<file path="config.mk">
export PLATFORM = sky130hd
export DESIGN_NAME = usb_eop_seq_detect
export DESIGN_NICKNAME = d
export VERILOG_FILES = /design/src/rtl/usb_eop_seq_detect.sv
export SDC_FILE = /design/constraint.sdc
export NUM_CORES = 1
export LEC_CHECK = 0
export BUFFER_PORTS_ARGS = -buffer_cell sky130_fd_sc_hd__buf_4
export CORE_MARGIN = 2
export CORE_UTILIZATION = 52
export CTS_BUF_LIST = sky130_fd_sc_hd__clkbuf_8
export CTS_CLUSTER_SIZE = 14
export DETAILED_ROUTE_END_ITERATION = 16
export PLACE_DENSITY = 0.72
export SYNTH_ARGS = -nofsm -noshare
export SYNTH_HDL_FRONTEND = slang
export SYNTH_SLANG_ARGS = --single-unit
</file>
<file path="constraint.sdc">
create_clock -name clk -period 2 [get_ports clk]
set_input_delay 0.1 -clock clk [delete_from_list [all_inputs] [get_ports clk]]
set_output_delay 0.1 -clock clk [all_outputs]
set_load 0.005 [all_outputs]
</file>
<file path="src/rtl/usb_eop_seq_detect.sv">
`timescale 1ns/1ps
// -----------------------------------------------------------------------------
// usb_eop_seq_detect
//
// Sequential end-of-packet detector for the USB receive path. It samples the
// synchronised D+/D- pair once per bit time (qualified by shift_enable) and
// counts consecutive SE0 bits.
//
// A legal EOP is SE0 for SE0_MIN..SE0_MAX bit times followed by exactly one
// J bit. Any other way of leaving an SE0 run is reported as a malformed EOP.
// RESET_BITS consecutive SE0 bits are a bus reset; the detector then holds in
// reset until the first non-SE0 bit.
//
// Ports:
//   clk          system clock
//   rst          synchronous active-high reset (outranks every other event)
//   shift_enable one-cycle bit-sample strobe; the line is sampled only then
//   d_plus       synchronised D+
//   d_minus      synchronised D-
//   se0          registered level: last sampled bit was SE0
//   eop          one-cycle pulse: legal EOP completed
//   eop_err      one-cycle pulse: malformed SE0/EOP
//   bus_reset    one-cycle pulse on bus reset detection
//   in_reset     level, high while the bus is held in reset
// -----------------------------------------------------------------------------
module usb_eop_seq_detect #(
  parameter int SE0_MIN    = 2,
  parameter int SE0_MAX    = 3,
  parameter int RESET_BITS = 16,
  parameter int CNT_W      = $clog2(RESET_BITS + 1)
) (
  input  logic clk,
  input  logic rst,
  input  logic shift_enable,
  input  logic d_plus,
  input  logic d_minus,
  output logic se0,
  output logic eop,
  output logic eop_err,
  output logic bus_reset,
  output logic in_reset
);

  typedef enum logic [1:0] {
    IDLE       = 2'd0,
    SE0_CNT    = 2'd1,
    RESET_HOLD = 2'd2
  } state_t;

  localparam logic [CNT_W-1:0] MIN_C   = CNT_W'(SE0_MIN);
  localparam logic [CNT_W-1:0] MAX_C   = CNT_W'(SE0_MAX);
  localparam logic [CNT_W-1:0] RESET_C = CNT_W'(RESET_BITS);

  state_t           state;
  logic [CNT_W-1:0] cnt;

  logic             line_se0;
  logic             line_j;
  logic [CNT_W-1:0] cnt_inc;
  logic             cnt_legal;

  // Line decode; SE1 (1,1) falls out as neither SE0 nor J.
  assign line_se0  = ~d_plus & ~d_minus;
  assign line_j    =  d_plus & ~d_minus;

  // In SE0_CNT the count never exceeds RESET_BITS-1, so the increment cannot
  // overflow CNT_W bits.
  assign cnt_inc   = cnt + 1'b1;
  assign cnt_legal = (cnt >= MIN_C) && (cnt <= MAX_C);

  always_ff @(posedge clk) begin
    if (rst) begin
      state     <= IDLE;
      cnt       <= '0;
      se0       <= 1'b0;
      eop       <= 1'b0;
      eop_err   <= 1'b0;
      bus_reset <= 1'b0;
      in_reset  <= 1'b0;
    end else begin
      // Pulses default low so each lasts exactly one cycle.
      eop       <= 1'b0;
      eop_err   <= 1'b0;
      bus_reset <= 1'b0;

      if (shift_enable) begin
        se0 <= line_se0;

        case (state)
          IDLE: begin
            if (line_se0) begin
              state <= SE0_CNT;
              cnt   <= CNT_W'(1);
            end
          end

          SE0_CNT: begin
            if (line_se0) begin
              if (cnt_inc == RESET_C) begin
                // Counter parks at RESET_BITS; it never wraps.
                state     <= RESET_HOLD;
                cnt       <= RESET_C;
                bus_reset <= 1'b1;
                in_reset  <= 1'b1;
              end else begin
                cnt <= cnt_inc;
              end
            end else begin
              // First non-SE0 bit decides the fate of the SE0 run.
              if (cnt_legal && line_j) begin
                eop <= 1'b1;
              end else begin
                eop_err <= 1'b1;
              end
              state <= IDLE;
              cnt   <= '0;
            end
          end

          RESET_HOLD: begin
            // Leaving bus reset is silent: no eop, no eop_err.
            if (!line_se0) begin
              state    <= IDLE;
              cnt      <= '0;
              in_reset <= 1'b0;
            end
          end

          default: begin
            state    <= IDLE;
            cnt      <= '0;
            in_reset <= 1'b0;
          end
        endcase
      end
    end
  end

endmodule

</file>
==> results of run 1 <==
## registers in the layout (all words and copies together), names as in the netlist
register and count:
bus_reset 1, cnt 5, state 2, eop 1, se0 1, in_reset 1
eop_err 1
## synthesized netlist by cell type (all sizes together) (3+ instances only)
| cell | number | area share |
|---|---|---|
| dfxtp | 12 | 0.35 |
| o21ai | 9 | 0.065 |
| nand2 | 7 | 0.038 |
| nor2 | 6 | 0.044 |
| inv | 4 | 0.022 |
| nand3 | 4 | 0.029 |
| nor4 | 4 | 0.036 |
| and3 | 3 | 0.034 |
| ha | 3 | 0.054 |
| nor3 | 3 | 0.029 |
| o211ai | 3 | 0.033 |
## cells by family after synthesis
logic type	count (synthesis)
simple gates	35
compound gates	20
flops	12
buf+inv	7
fa+ha+maj	3
mux	2
## through the flow
step                      cells  instance area (um2)
after floorplan              79                  689
after global placement      100                  756
after detailed placement    100                  756
final                       104                  811
after CTS                   104                  811
after global routing        104                  811
## layer usage
layer / GRT usage / part of all wire / vias up / wire length (um)
li1: - / - / 309 / -
met4: 0.150 / 0.030 / 0 / 41
met5: 0 / 0 / - / 0
met1: 0.276 / 0.48 / 262 / 657
met3: 0.0500 / 0.029 / 5 / 40
met2: 0.310 / 0.46 / 10 / 619
## power groups by stage
stage | logic [W] | registers (W) | clock network, W
global route | 0.0000408 | 0.000246 | 0.000287
floorplan | 0.0000243 | 0.000250 | 0
finish | 0.0000369 | 0.000246 | 0.000269
detailed placement | 0.0000369 | 0.000251 | 0
CTS | 0.0000370 | 0.000246 | 0.000276
global placement | 0.0000363 | 0.000251 | 0
## final cells by class
| class | instances | area [um2] |
|---|---|---|
| Multi-Input combinational cell | 60 | 414 |
| Fill cell | 121 | 458 |
| Clock buffer | 4 | 55.1 |
| Timing Repair Buffer | 9 | 67.6 |
| Inverter | 4 | 15.0 |
| Tap cell | 15 | 18.8 |
| Sequential cell | 12 | 240 |
## path summary, 6_finish.rpt
check	start	endpoint	slack [ns]	cells after the start
hold reg to reg	in_reset	in_reset	0.50	2
hold / removal	d_minus	eop	0.06	2
setup / recovery	cnt[0]	state[0]	0.31	5
setup reg to reg	cnt[0]	state[0]	0.31	5
## critical path: cells and delay by family, from the launching register on
| family | cells | cell delay [ns] |
|---|---|---|
| flops | 1 | 0.44 |
| mux | 1 | 0.26 |
| compound gates | 1 | 0.23 |
| fa+ha+maj | 1 | 0.31 |
| simple gates | 2 | 0.34 |
==> flow_metrics.env, run 1 <==
export IMPL_finClkSkew_ns=0.000867
export IMPL_cp_max_fo=7
export IMPL_grt_pass1_wl_mm=2.20
export IMPL_cts_tree="yes"
export IMPL_antenna_cells=0
export IMPL_hold_violations=0
export IMPL_antenna_left=0
export IMPL_worstHoldPathType="input pin to flop"
export IMPL_dieArea_um2=1630
export IMPL_cts_clk_slew_worst_paths_ns=0.05
export IMPL_fin_util=0.639
export IMPL_nets=98
export IMPL_maxCapViolations=0
export IMPL_synth_ff_type="dfxtp_1"
export IMPL_netlist_area_um2=689
export IMPL_pin_count=10
export IMPL_grt_max_degree=9
export IMPL_numClockSinks=12
export IMPL_max_slew_margin=0.723
export IMPL_crit_arrival_ns=1.83
export IMPL_rows=13
export IMPL_routabilityCongestion=0.881
export IMPL_p_int_w=0.000433
export IMPL_ir_drop_mv=0.561
export IMPL_io_buffers=9
export IMPL_grt_pass1_vias=528
export IMPL_total_power_w=0.000552
export IMPL_dieWidth_um=40.4
export IMPL_drtIter0Drc=11
export IMPL_min_period_ns=1.69
export IMPL_drc=0
export IMPL_ys_seq_area_frac=0.348
export IMPL_firstDrtPassIters=4
export IMPL_syn_to_final_growth_pct=17.6
export IMPL_mostFrequentLayoutCell="dfxtp_1"
export IMPL_yosysWarnings=0
export IMPL_crit_path_end_kind="flop"
export IMPL_avgViaCountPerCell=5.63
export IMPL_combPwrFrac=0.067
export IMPL_tightest_slew_ns=0.415
export IMPL_cp_slowest_cell="dfxtp_1"
export IMPL_synth_distinct_cells=32
export IMPL_swShare=0.216
export IMPL_die_y_um=40.4
export IMPL_routed_wl_mm=1.36
export IMPL_worst_slack_ns=0.311
export IMPL_slew_viol_final=0
export IMPL_p_seq_frac=0.446
export IMPL_muxShareOfSynthArea=0.0290
export IMPL_core_area_um2=1270
export IMPL_syn_num_nets=87
export IMPL_root_buffer="clkbuf_8"
export IMPL_fmax_mhz=592
export IMPL_holdWs_ns=0.0621
export IMPL_wire_per_inst_um=13.1
export IMPL_cts_htree_levels=1
export IMPL_synth_ff_latch_count=12
export IMPL_cp_required_ns=2.14
export IMPL_status="finished, final reports clean"
export IMPL_grt_usage=0.214
export IMPL_yosys_area_share_xor_xnor=0
export IMPL_drive_gt1_frac=0.202
export IMPL_dpl_hpwl_um=989
export IMPL_synth_top_family_by_area="simple AND/OR/NAND/NOR gates"
export IMPL_cts_setup_buffers=0
export IMPL_p_clk_frac=0.487
export IMPL_dr_total_vias=586
export IMPL_rsz0062_at_grt="no"
export IMPL_hold_buffers=0
export IMPL_max_stage_delay_ns=0.44
export IMPL_initial_utilization=0.543
export IMPL_grt_overflow_total=0
export IMPL_netSwitchingPower_w=0.000119
export IMPL_cts_buffer_depth=2
export IMPL_postSynthAreaPerCell_um2=8.73
export IMPL_critPathKind="flop to flop"
export IMPL_period_share=0.845
export IMPL_synth_edf_count=0
export IMPL_clk_latency_ns=0.24
export IMPL_yosys_area_share_simple=0.316
export IMPL_place_ws_ns=0.347
export IMPL_p_leak_nw=0.318
export IMPL_final_cell_mix="dfxtp_1 (12), buf_4 (9), nand2_1 (7)"
export IMPL_start_kind="flop"
export IMPL_synthCells=79
export IMPL_synthAdderAreaFrac=0.0544
export IMPL_power_density_nw_per_um2=681
export IMPL_setup_violations=0
export IMPL_post_cts_resized=0
export IMPL_antenna_found_initial=0
export IMPL_setup_tns_ns=0
export IMPL_synth_compound_area_frac=0.201
export IMPL_numCtsBuffers=3
export IMPL_crit_chain="ha_1 > and3_4 > mux2i_1 > nand3_1 > o221a_1"
export IMPL_async_reset_ff_frac=0
No activity file was read; power rests on OpenSTA's default activity.
==> inputs of run 2 (changes only) <==
--- a/config.mk
+++ b/config.mk
@@ -7,11 +7,11 @@
 export LEC_CHECK = 0
 export BUFFER_PORTS_ARGS = -buffer_cell sky130_fd_sc_hd__buf_4
 export CORE_MARGIN = 2
-export CORE_UTILIZATION = 52
+export CORE_UTILIZATION = 51
 export CTS_BUF_LIST = sky130_fd_sc_hd__clkbuf_8
 export CTS_CLUSTER_SIZE = 14
 export DETAILED_ROUTE_END_ITERATION = 16
-export PLACE_DENSITY = 0.72
+export PLACE_DENSITY = 0.73
 export SYNTH_ARGS = -nofsm -noshare
 export SYNTH_HDL_FRONTEND = slang
 export SYNTH_SLANG_ARGS = --single-unit
==> constraint.sdc (replaced) <==
create_clock -name clk -period 1.4 [get_ports clk]
set_input_delay 0.07 -clock clk [delete_from_list [all_inputs] [get_ports clk]]
set_output_delay 0.07 -clock clk [all_outputs]
set_load 0.005 [all_outputs]
==> flow_metrics.env, run 2 (synthesis results as in run 1) <==
export IMPL_power_density_nw_per_um2=820
export IMPL_cp_num_buf_inv=0
export IMPL_firstDrtPassIters=4
export IMPL_dpl_hpwl_mm=1.15
export IMPL_dieArea_um2=1660
export IMPL_grt_pass1_wl_mm=2.57
export IMPL_cts_tree="yes"
export IMPL_cp_startpoint="cnt[1]"
export IMPL_min_delay_path_depth=2
export IMPL_fin_util=0.694
export IMPL_status="finished, final reports clean"
export IMPL_cts_buffer_depth=2
export IMPL_cts_clk_slew_worst_paths_ns=0.05
export IMPL_p_leak_nw=0.351
export IMPL_core_area_um2=1280
export IMPL_dieWidth_um=40.8
export IMPL_rr_startpoint="cnt[1]"
export IMPL_final_cell_mix="buf_4 (16), dfxtp_1 (10), nand2_1 (7)"
export IMPL_routed_wl_mm=1.77
export IMPL_antenna_cells=0
export IMPL_tightest_slew_ns=0.385
export IMPL_grt_max_degree=9
export IMPL_rsz0062_at_grt="yes"
export IMPL_reg_top3="cnt: 5 flops, state: 2 flops"
export IMPL_drtIter0Drc=22
export IMPL_cp_slowest_cell="dfxtp_2"
export IMPL_crit_cells=5
export IMPL_max_stage_delay_ns=0.35
export IMPL_maxCapViolations=0
export IMPL_die_y_um=40.8
export IMPL_wire_per_inst_um=16.1
export IMPL_hold_violations=0
export IMPL_grt_pass1_vias=575
export IMPL_slew_viol_final=0
export IMPL_cp_max_fo=4
export IMPL_crit_path_end_kind="flop"
export IMPL_mostFrequentLayoutCell="buf_4"
export IMPL_finClkSkew_ns=0.00496
export IMPL_clk_latency_ns=0.24
export IMPL_largest_reg_flops=5
export IMPL_initial_utilization=0.537
export IMPL_antenna_left=0
export IMPL_drc=0
export IMPL_worstHoldPathType="input pin to flop"
export IMPL_setup_violations=0
export IMPL_syn_to_final_growth_pct=29.4
export IMPL_period_share=0.996
export IMPL_critPathKind="flop to flop"
export IMPL_avgViaCountPerCell=5.93
export IMPL_start_kind="flop"
export IMPL_crit_end="state[0]"
export IMPL_dr_total_vias=652
export IMPL_place_inst=105
export IMPL_max_slew_margin=0.742
export IMPL_grt_overflow_total=0
export IMPL_fin_cells=110
export IMPL_min_period_ns=1.39
export IMPL_pin_count=10
export IMPL_rows=13
export IMPL_crit_arrival_ns=1.53
export IMPL_setup_tns_ns=0
export IMPL_path_delay_family="flip-flops"
export IMPL_drive_gt1_frac=0.305
export IMPL_nets=105
export IMPL_numClockSinks=12
export IMPL_rr_endpoint="state[0]"
export IMPL_rr_worst_depth=5
export IMPL_ir_drop_mv=0.539
export IMPL_r2r_setup_slack_ns=0.005
export IMPL_numCtsBuffers=3
export IMPL_antenna_found_initial=0
export IMPL_grt_usage=0.246
export IMPL_holdWs_ns=0.0287
export IMPL_hold_buffers=0
export IMPL_cp_required_ns=1.53
export IMPL_fmax_mhz=717
export IMPL_crit_chain="ha_4 > and3_4 > mux2i_4 > nand3_1 > o221a_1"
export IMPL_routabilityCongestion=0.808
export IMPL_cts_htree_levels=1
export IMPL_max_flop_register="cnt"
export IMPL_io_buffers=9
export IMPL_root_buffer="clkbuf_8"
-- run 2: worst reg2reg max path: stages (launching register included) --
cell	delay [ns]
dfxtp_2	0.35
ha_4	0.16
and3_4	0.20
mux2i_4	0.25
nand3_1	0.09
o221a_1	0.23
-- run 2: what timing repair did --
item	in CTS	in global routing
gates cloned	0	0
endpoints found under the hold margin	0	0
endpoints found under the setup margin	1	7
gates resized for setup	2	3
setup buffers	1	1
pin swaps	1	3
-- run 2: how the worst min path moves through the flow --
stage	start	to	slack, ns
2_1_floorplan	rst	se0	0.14
3_3_place_gp	d_minus	eop	0.28
3_5_place_dp	d_minus	eop	0.29
4_1_cts	d_minus	eop	0.03
5_1_grt	d_minus	eop	0.03
6_report	d_minus	eop	0.03
-- run 2: final cells by class --
type,count,area (um2)
Clock buffer,3,41.3
Tap cell,15,18.8
Sequential cell,12,243
Multi-Input combinational cell,60,454
Fill cell,112,393
Timing Repair Buffer,16,120
Inverter,4,15.0
-- run 2: through the flow --
| stage | total power, W | cell area, um2 | setup slack [ns] |
|---|---|---|---|
| floorplan | 0.000393 | 704 | 0.0151 |
| finish | 0.000732 | 892 | 0.00503 |
| global route | 0.000756 | 892 | -0.0529 |
| CTS | 0.000722 | 870 | 0.00799 |
| detailed placement | 0.000415 | 808 | -0.0427 |
| global placement | 0.000414 | 808 | 0.0354 |
-- run 2: per-layer routing --
metal / track usage / wire length (um) / up-vias
met5: 0 / 0 / -
met4: 0.108 / 25 / 0
met3: 0.0489 / 101 / 4
met2: 0.405 / 901 / 28
met1: 0.307 / 739 / 299
li1: - / - / 321
-- run 2: power breakdown --
part / switching, W / internal [W]
Clock: 0.000128 / 0.000190
Sequential: 0.00000443 / 0.000346
Combinational: 0.0000351 / 0.0000280
Total: 0.000168 / 0.000564
